--- config.mk ---
export PLATFORM = sky130hd
export DESIGN_NAME = gnr_node_param
export DESIGN_NICKNAME = d
export VERILOG_FILES = /design/src/rtl/gnr_pkg.sv /design/src/rtl/gnr_copy_slot.sv /design/src/rtl/gnr_node_param.sv
export SDC_FILE = /design/constraint.sdc
export NUM_CORES = 1
export LEC_CHECK = 0
export BUFFER_PORTS_ARGS = -buffer_cell sky130_fd_sc_hd__buf_2
export CORE_MARGIN = 4
export CORE_UTILIZATION = 55
export CTS_CLUSTER_DIAMETER = 50
export DETAILED_ROUTE_END_ITERATION = 10
export GPL_TIMING_DRIVEN = 0
export PLACE_DENSITY = 0.9
export SLEW_MARGIN = 40
export SYNTH_ARGS = -nofsm -noshare
export SYNTH_HDL_FRONTEND = slang
export SYNTH_SLANG_ARGS = --single-unit
--- constraint.sdc ---
create_clock -name clk -period 3.5 [get_ports clk]
set_input_delay 0.7 -clock clk [delete_from_list [all_inputs] [get_ports clk]]
set_output_delay 0.7 -clock clk [all_outputs]
set_load 0.01 [all_outputs]
--- src/rtl/gnr_pkg.sv ---
// gnr_pkg: shared defaults and helpers for the gnr node slice.
//   DefStateW / DefDivW / DefStepW : default widths of node state, divider and load counter.
//   slice_lo()                     : low bit index of slice idx in a packed per-copy bus.
package gnr_pkg;

  localparam int unsigned DefStateW = 1;
  localparam int unsigned DefDivW   = 2;
  localparam int unsigned DefStepW  = 8;

  function automatic int unsigned slice_lo(input int unsigned idx, input int unsigned width);
    return idx * width;
  endfunction

endpackage

--- src/rtl/gnr_copy_slot.sv ---
// gnr_copy_slot: one independent state copy of a network node.
//   clk_i, rst_i   : clock, synchronous active-high reset (clears everything to 0)
//   reset_nos_i    : network re-initialise (load init_state_i, preload divider)
//   init_state_i   : state loaded on reset_nos_i
//   start_i        : step strobe
//   div_i          : divider D; a load happens when the divider count has reached D
//   next_i         : next-state value from the network logic
//   s_o            : current state
//   upd_o          : one-cycle pulse in the cycle after a load
//   steps_o        : saturating count of loads
module gnr_copy_slot #(
  parameter int unsigned StateW = 1,
  parameter int unsigned DivW   = 2,
  parameter int unsigned StepW  = 8
) (
  input  logic              clk_i,
  input  logic              rst_i,
  input  logic              reset_nos_i,
  input  logic [StateW-1:0] init_state_i,
  input  logic              start_i,
  input  logic [DivW-1:0]   div_i,
  input  logic [StateW-1:0] next_i,
  output logic [StateW-1:0] s_o,
  output logic              upd_o,
  output logic [StepW-1:0]  steps_o
);

  logic [StateW-1:0] s_q, s_d;
  logic [DivW-1:0]   cnt_q, cnt_d;
  logic [StepW-1:0]  steps_q, steps_d;
  logic              upd_q, upd_d;

  always_comb begin
    s_d     = s_q;
    cnt_d   = cnt_q;
    steps_d = steps_q;
    upd_d   = 1'b0;
    if (reset_nos_i) begin
      // Preloading cnt with D makes the first strobe after re-initialise load.
      s_d     = init_state_i;
      cnt_d   = div_i;
      steps_d = '0;
    end else if (start_i) begin
      // >= rather than == so that lowering D mid-run cannot strand the counter above it.
      if (cnt_q >= div_i) begin
        s_d     = next_i;
        cnt_d   = '0;
        upd_d   = 1'b1;
        if (steps_q != {StepW{1'b1}}) begin
          steps_d = steps_q + StepW'(1);
        end
      end else begin
        // cnt_q < div_i here, so the increment cannot overflow.
        cnt_d = cnt_q + DivW'(1);
      end
    end
  end

  always_ff @(posedge clk_i) begin
    if (rst_i) begin
      s_q     <= '0;
      cnt_q   <= '0;
      steps_q <= '0;
      upd_q   <= 1'b0;
    end else begin
      s_q     <= s_d;
      cnt_q   <= cnt_d;
      steps_q <= steps_d;
      upd_q   <= upd_d;
    end
  end

  assign s_o     = s_q;
  assign upd_o   = upd_q;
  assign steps_o = steps_q;

endmodule

--- src/rtl/gnr_node_param.sv ---
// gnr_node_param: network node with NUM_COPIES independent state copies.
//   clk, rst    : clock, synchronous active-high reset
//   reset_nos   : network re-initialise; init_state is loaded into every copy
//   start_s     : per-copy step strobe
//   div_cfg     : per-copy divider D_k (copy k loads on every (D_k+1)-th strobe)
//   next_in     : per-copy next-state values
//   s / node_s  : per-copy current state (node_s is the neighbour fan-out copy)
//   upd         : per-copy load pulse, steps : per-copy saturating load count
//   match       : bit k-1 set when copy k equals copy 0
module gnr_node_param
  import gnr_pkg::*;
#(
  parameter int unsigned NUM_COPIES = 2,
  parameter int unsigned STATE_W    = DefStateW,
  parameter int unsigned DIV_W      = DefDivW,
  parameter int unsigned STEP_W     = DefStepW
) (
  input  logic                          clk,
  input  logic                          rst,
  input  logic                          reset_nos,
  input  logic [STATE_W-1:0]            init_state,
  input  logic [NUM_COPIES-1:0]         start_s,
  input  logic [NUM_COPIES*DIV_W-1:0]   div_cfg,
  input  logic [NUM_COPIES*STATE_W-1:0] next_in,
  output logic [NUM_COPIES*STATE_W-1:0] s,
  output logic [NUM_COPIES*STATE_W-1:0] node_s,
  output logic [NUM_COPIES-1:0]         upd,
  output logic [NUM_COPIES*STEP_W-1:0]  steps,
  output logic [NUM_COPIES-2:0]         match
);

  for (genvar k = 0; k < NUM_COPIES; k++) begin : g_copy
    localparam int unsigned SLo = slice_lo(k, STATE_W);
    localparam int unsigned DLo = slice_lo(k, DIV_W);
    localparam int unsigned NLo = slice_lo(k, STEP_W);

    gnr_copy_slot #(
      .StateW(STATE_W),
      .DivW  (DIV_W),
      .StepW (STEP_W)
    ) u_slot (
      .clk_i       (clk),
      .rst_i       (rst),
      .reset_nos_i (reset_nos),
      .init_state_i(init_state),
      .start_i     (start_s[k]),
      .div_i       (div_cfg[DLo +: DIV_W]),
      .next_i      (next_in[SLo +: STATE_W]),
      .s_o         (s[SLo +: STATE_W]),
      .upd_o       (upd[k]),
      .steps_o     (steps[NLo +: STEP_W])
    );

    if (k > 0) begin : g_match
      assign match[k-1] = (s[SLo +: STATE_W] == s[STATE_W-1:0]);
    end
  end

  assign node_s = s;

endmodule

==> qor.yml <==
outcome:
  status: "completed"
timing:
  max_slew_margin_pct: 66.9
  hold_ws_ns: 0.537
  fin_skew_ns: 0.00264
  setup_viol: 0
  drv_slew: 0
  max_freq_mhz: 522
  fin_crit_ns: 1.92
  rsz0062_at_grt: "false"
  tightestPinTransition_ns: 0.496
  min_period_over_period_pct: 54.8
  hold_violations: 0
  fin_setup_tns_ns: 0
synthesis:
  syn_inst: 157
  seq_area_frac_synth_pct: 37.4
  yosys.cell_types.count: 31
  synth-main-ff-cell: "dfxtp_1"
  ys_ff_latch: 24
  async_flop_share_pct: 0
  synth_nets: 175
  syn_area_sq_um: 1290
  synth_edf_count: 0
  ys_warn_count: 0
  syn_avg_cell_area_sq_um: 8.19
route:
  drc: 0
  vias: 1317
  viasPerCell: 5.91
  ant_nets: 0
  drtPass1Iterations: 4
  routedWlPerCell_um: 14.0
  drt_iter0_markers: 35
  drt-total-wl_um: 3120
worst_setup_path:
  crit_type: "in2reg"
  critPathMaxStageDelay_ns: 0.37
  cp_slowest_cell: "nor3b_1"
  cp.arrival_ns: 2.19
  start_kind: "primary input"
  worstPathCellList: "buf_2 -> ha_1 -> nor3b_1 -> or2_1 -> clkbuf_1 -> o21ai_0 -> a21oi_1"
  cp.required_ns: 3.77
  endpoint_kind: "flip-flop"
  path_max_fanout: 7
floorplan:
  core_sq_um: 2210
  num_io_pins: 35
  placementRows: 17
  start_util_pct: 58.1
  die_h_um: 56.4
  dieWidth_um: 56.4
  die-area_sq_um: 3180
global_route:
  grt_max_degree: 15
  grt_remaining_overflow: 0
  grt_pass1_wl_um: 5200
  antenna_found_initial: 0
  grt_pass1_vias: 1232
  grt_use_total_pct: 20.1
place:
  gp_congestion: 0.829
  hpwl_um: 2400
  io_buffer_count: 34
  post-place-cells: 219
cts:
  ctsResizeCount: 0
  htree_levels: 1
  insertion_delay_ns: 0.33
  root_buffer: "clkbuf_4"
  clockBufferDepth: 2
  cts_buffers: 3
  cts_sinks: 24
  cts_setup_buffers: 0
  hold_buffers: 0
  cts_tree: "done"
  clk_pin_slew_ns: 0.14
pwr:
  p_leak_nw: 0.669
  powerDensity_nw_per_um2: 372
  vdd_ir_drop_max_mv: 0.258
finish:
  fin_nets: 214
  fin_util_pct: 69.8
  final_cells: 223
  drive_gt1_share_pct: 25.1
  nFillCells: 194
  area_growth_pct: 20.0
  antenna_cells: 0
hold_path:
  hp-class: "reg2reg"
run:
  drv_cap: 0
-- cell usage after synthesis (all sizes together), types with 3 or more instances --
cell    number  area share (%)
a21oi        8             3.1
a211oi       4             2.3
ha           6             5.8
a31oi        4             1.9
o21ai       14             6.0
or2          3             1.5
buf          6             3.5
or3          6             3.7
nand4        4             1.9
inv         11             3.2
nand2       10             2.9
clkbuf       4             1.2
xnor2        3             2.0
dfxtp       24              37
nor2        17             5.0
nand3        6             2.3
nor3         6             2.3
-- routing by layer --
metal | share of wire, % | up-vias | GRT usage, % | wire length (um)
met3 | 5.9 | 7 | 3.68 | 184
met5 | 0 | - | 0 | 0
met4 | 2.2 | 0 | 9.83 | 70
met2 | 50 | 42 | 35.4 | 1560
met1 | 42 | 626 | 23.1 | 1300
li1 | - | 642 | - | -
-- kinds of logic after synthesis --
group / Yosys count / synth area share [%]
AOI/OAI and AO/OA: 43 / 22.4
xor gates and xnor gates: 3 / 2.04
adders and majority gates: 6 / 5.84
buffers and inverters: 21 / 7.88
DFF: 24 / 37.4
and+or+nand+nor: 60 / 24.5
-- area by class of cell --
type	instances	area, sq um	share of cell area [%]
multi-input combinational	112	704	45.6
sequential	24	480	31.1
timing repair buffer	34	170	11.0
buffer	10	60.1	3.89
inverter	11	41.3	2.67
tap	28	35.0	2.27
clock inverter	1	30.0	1.94
clock buffer	3	22.5	1.46
-- registers in the layout, summed over array words and instances (netlist names) --
| register | flops |
|---|---|
| g_copy.u_slot.steps_o | 16 |
| g_copy.u_slot.upd_o | 2 |
| g_copy.u_slot.s_o | 2 |
| g_copy.u_slot.cnt_q | 4 |
-- report_power, final --
| group | leakage, nW | internal [mW] | switching [mW] |
|---|---|---|---|
| logic | 0.446 | 0.0363 | 0.0453 |
| clock network | 0.0279 | 0.116 | 0.0890 |
| registers | 0.195 | 0.281 | 0.00663 |
-- cell usage in the layout (no fill, tap or decap) --
cell type / netlist / layout
o41ai_1: 2 / 2
and3_1: 2 / 2
nand2_1: 10 / 10
or3_1: 4 / 4
o311a_1: 2 / 2
buf_2: 0 / 34
inv_1: 11 / 11
or3_4: 2 / 2
clkbuf_4: 0 / 3
xnor2_1: 3 / 3
nor2_1: 17 / 17
buf_4: 6 / 6
dfxtp_1: 24 / 24
nand4_1: 4 / 4
a41o_1: 2 / 2
o21bai_1: 1 / 1
a311oi_1: 2 / 2
nand3_1: 6 / 6
a21o_1: 2 / 2
a31oi_1: 4 / 4
nor3b_1: 2 / 2
nand3b_1: 2 / 2
nor3_1: 6 / 6
o311ai_0: 2 / 2
o21ai_0: 12 / 12
and4b_1: 2 / 2
a21oi_1: 8 / 8
ha_1: 6 / 6
o21ai_2: 2 / 2
a211oi_1: 4 / 4
bufinv_16: 0 / 1
clkbuf_1: 4 / 4
or2_2: 1 / 1
or2_1: 2 / 2
-- final timing paths --
| path | from | endpoint | slack (ns) | depth (start not counted) |
|---|---|---|---|---|
| worst max-delay path | div_cfg[0] | g_copy[0].u_slot.steps_o[1] | 1.58 | 7 |
| worst min-delay path | g_copy[1].u_slot.steps_o[1] | g_copy[1].u_slot.steps_o[1] | 0.54 | 2 |
| worst max register to register | g_copy[0].u_slot.cnt_q[0] | g_copy[0].u_slot.steps_o[1] | 1.64 | 7 |
| worst min register to register | g_copy[1].u_slot.steps_o[1] | g_copy[1].u_slot.steps_o[1] | 0.54 | 2 |
-- metrics by stage --
stage                     instance area, sq um  worst slack, ns  total power [mW]
after CTS                                 1540             1.58             0.578
after floorplan                           1290             1.49             0.346
after global routing                      1540             1.39             0.602
after global placement                    1490             1.27             0.369
after detailed placement                  1490             1.23             0.375
final                                     1540             1.58             0.574
-- critical path: cells and delay by family --
kind | cells | cell delay, ns
AOI/OAI and AO/OA | 2 | 0.29
adders and majority gates | 1 | 0.29
and+or+nand+nor | 2 | 0.53
buffers and inverters | 2 | 0.37
Note: power is estimated with default switching activity, not from simulation.
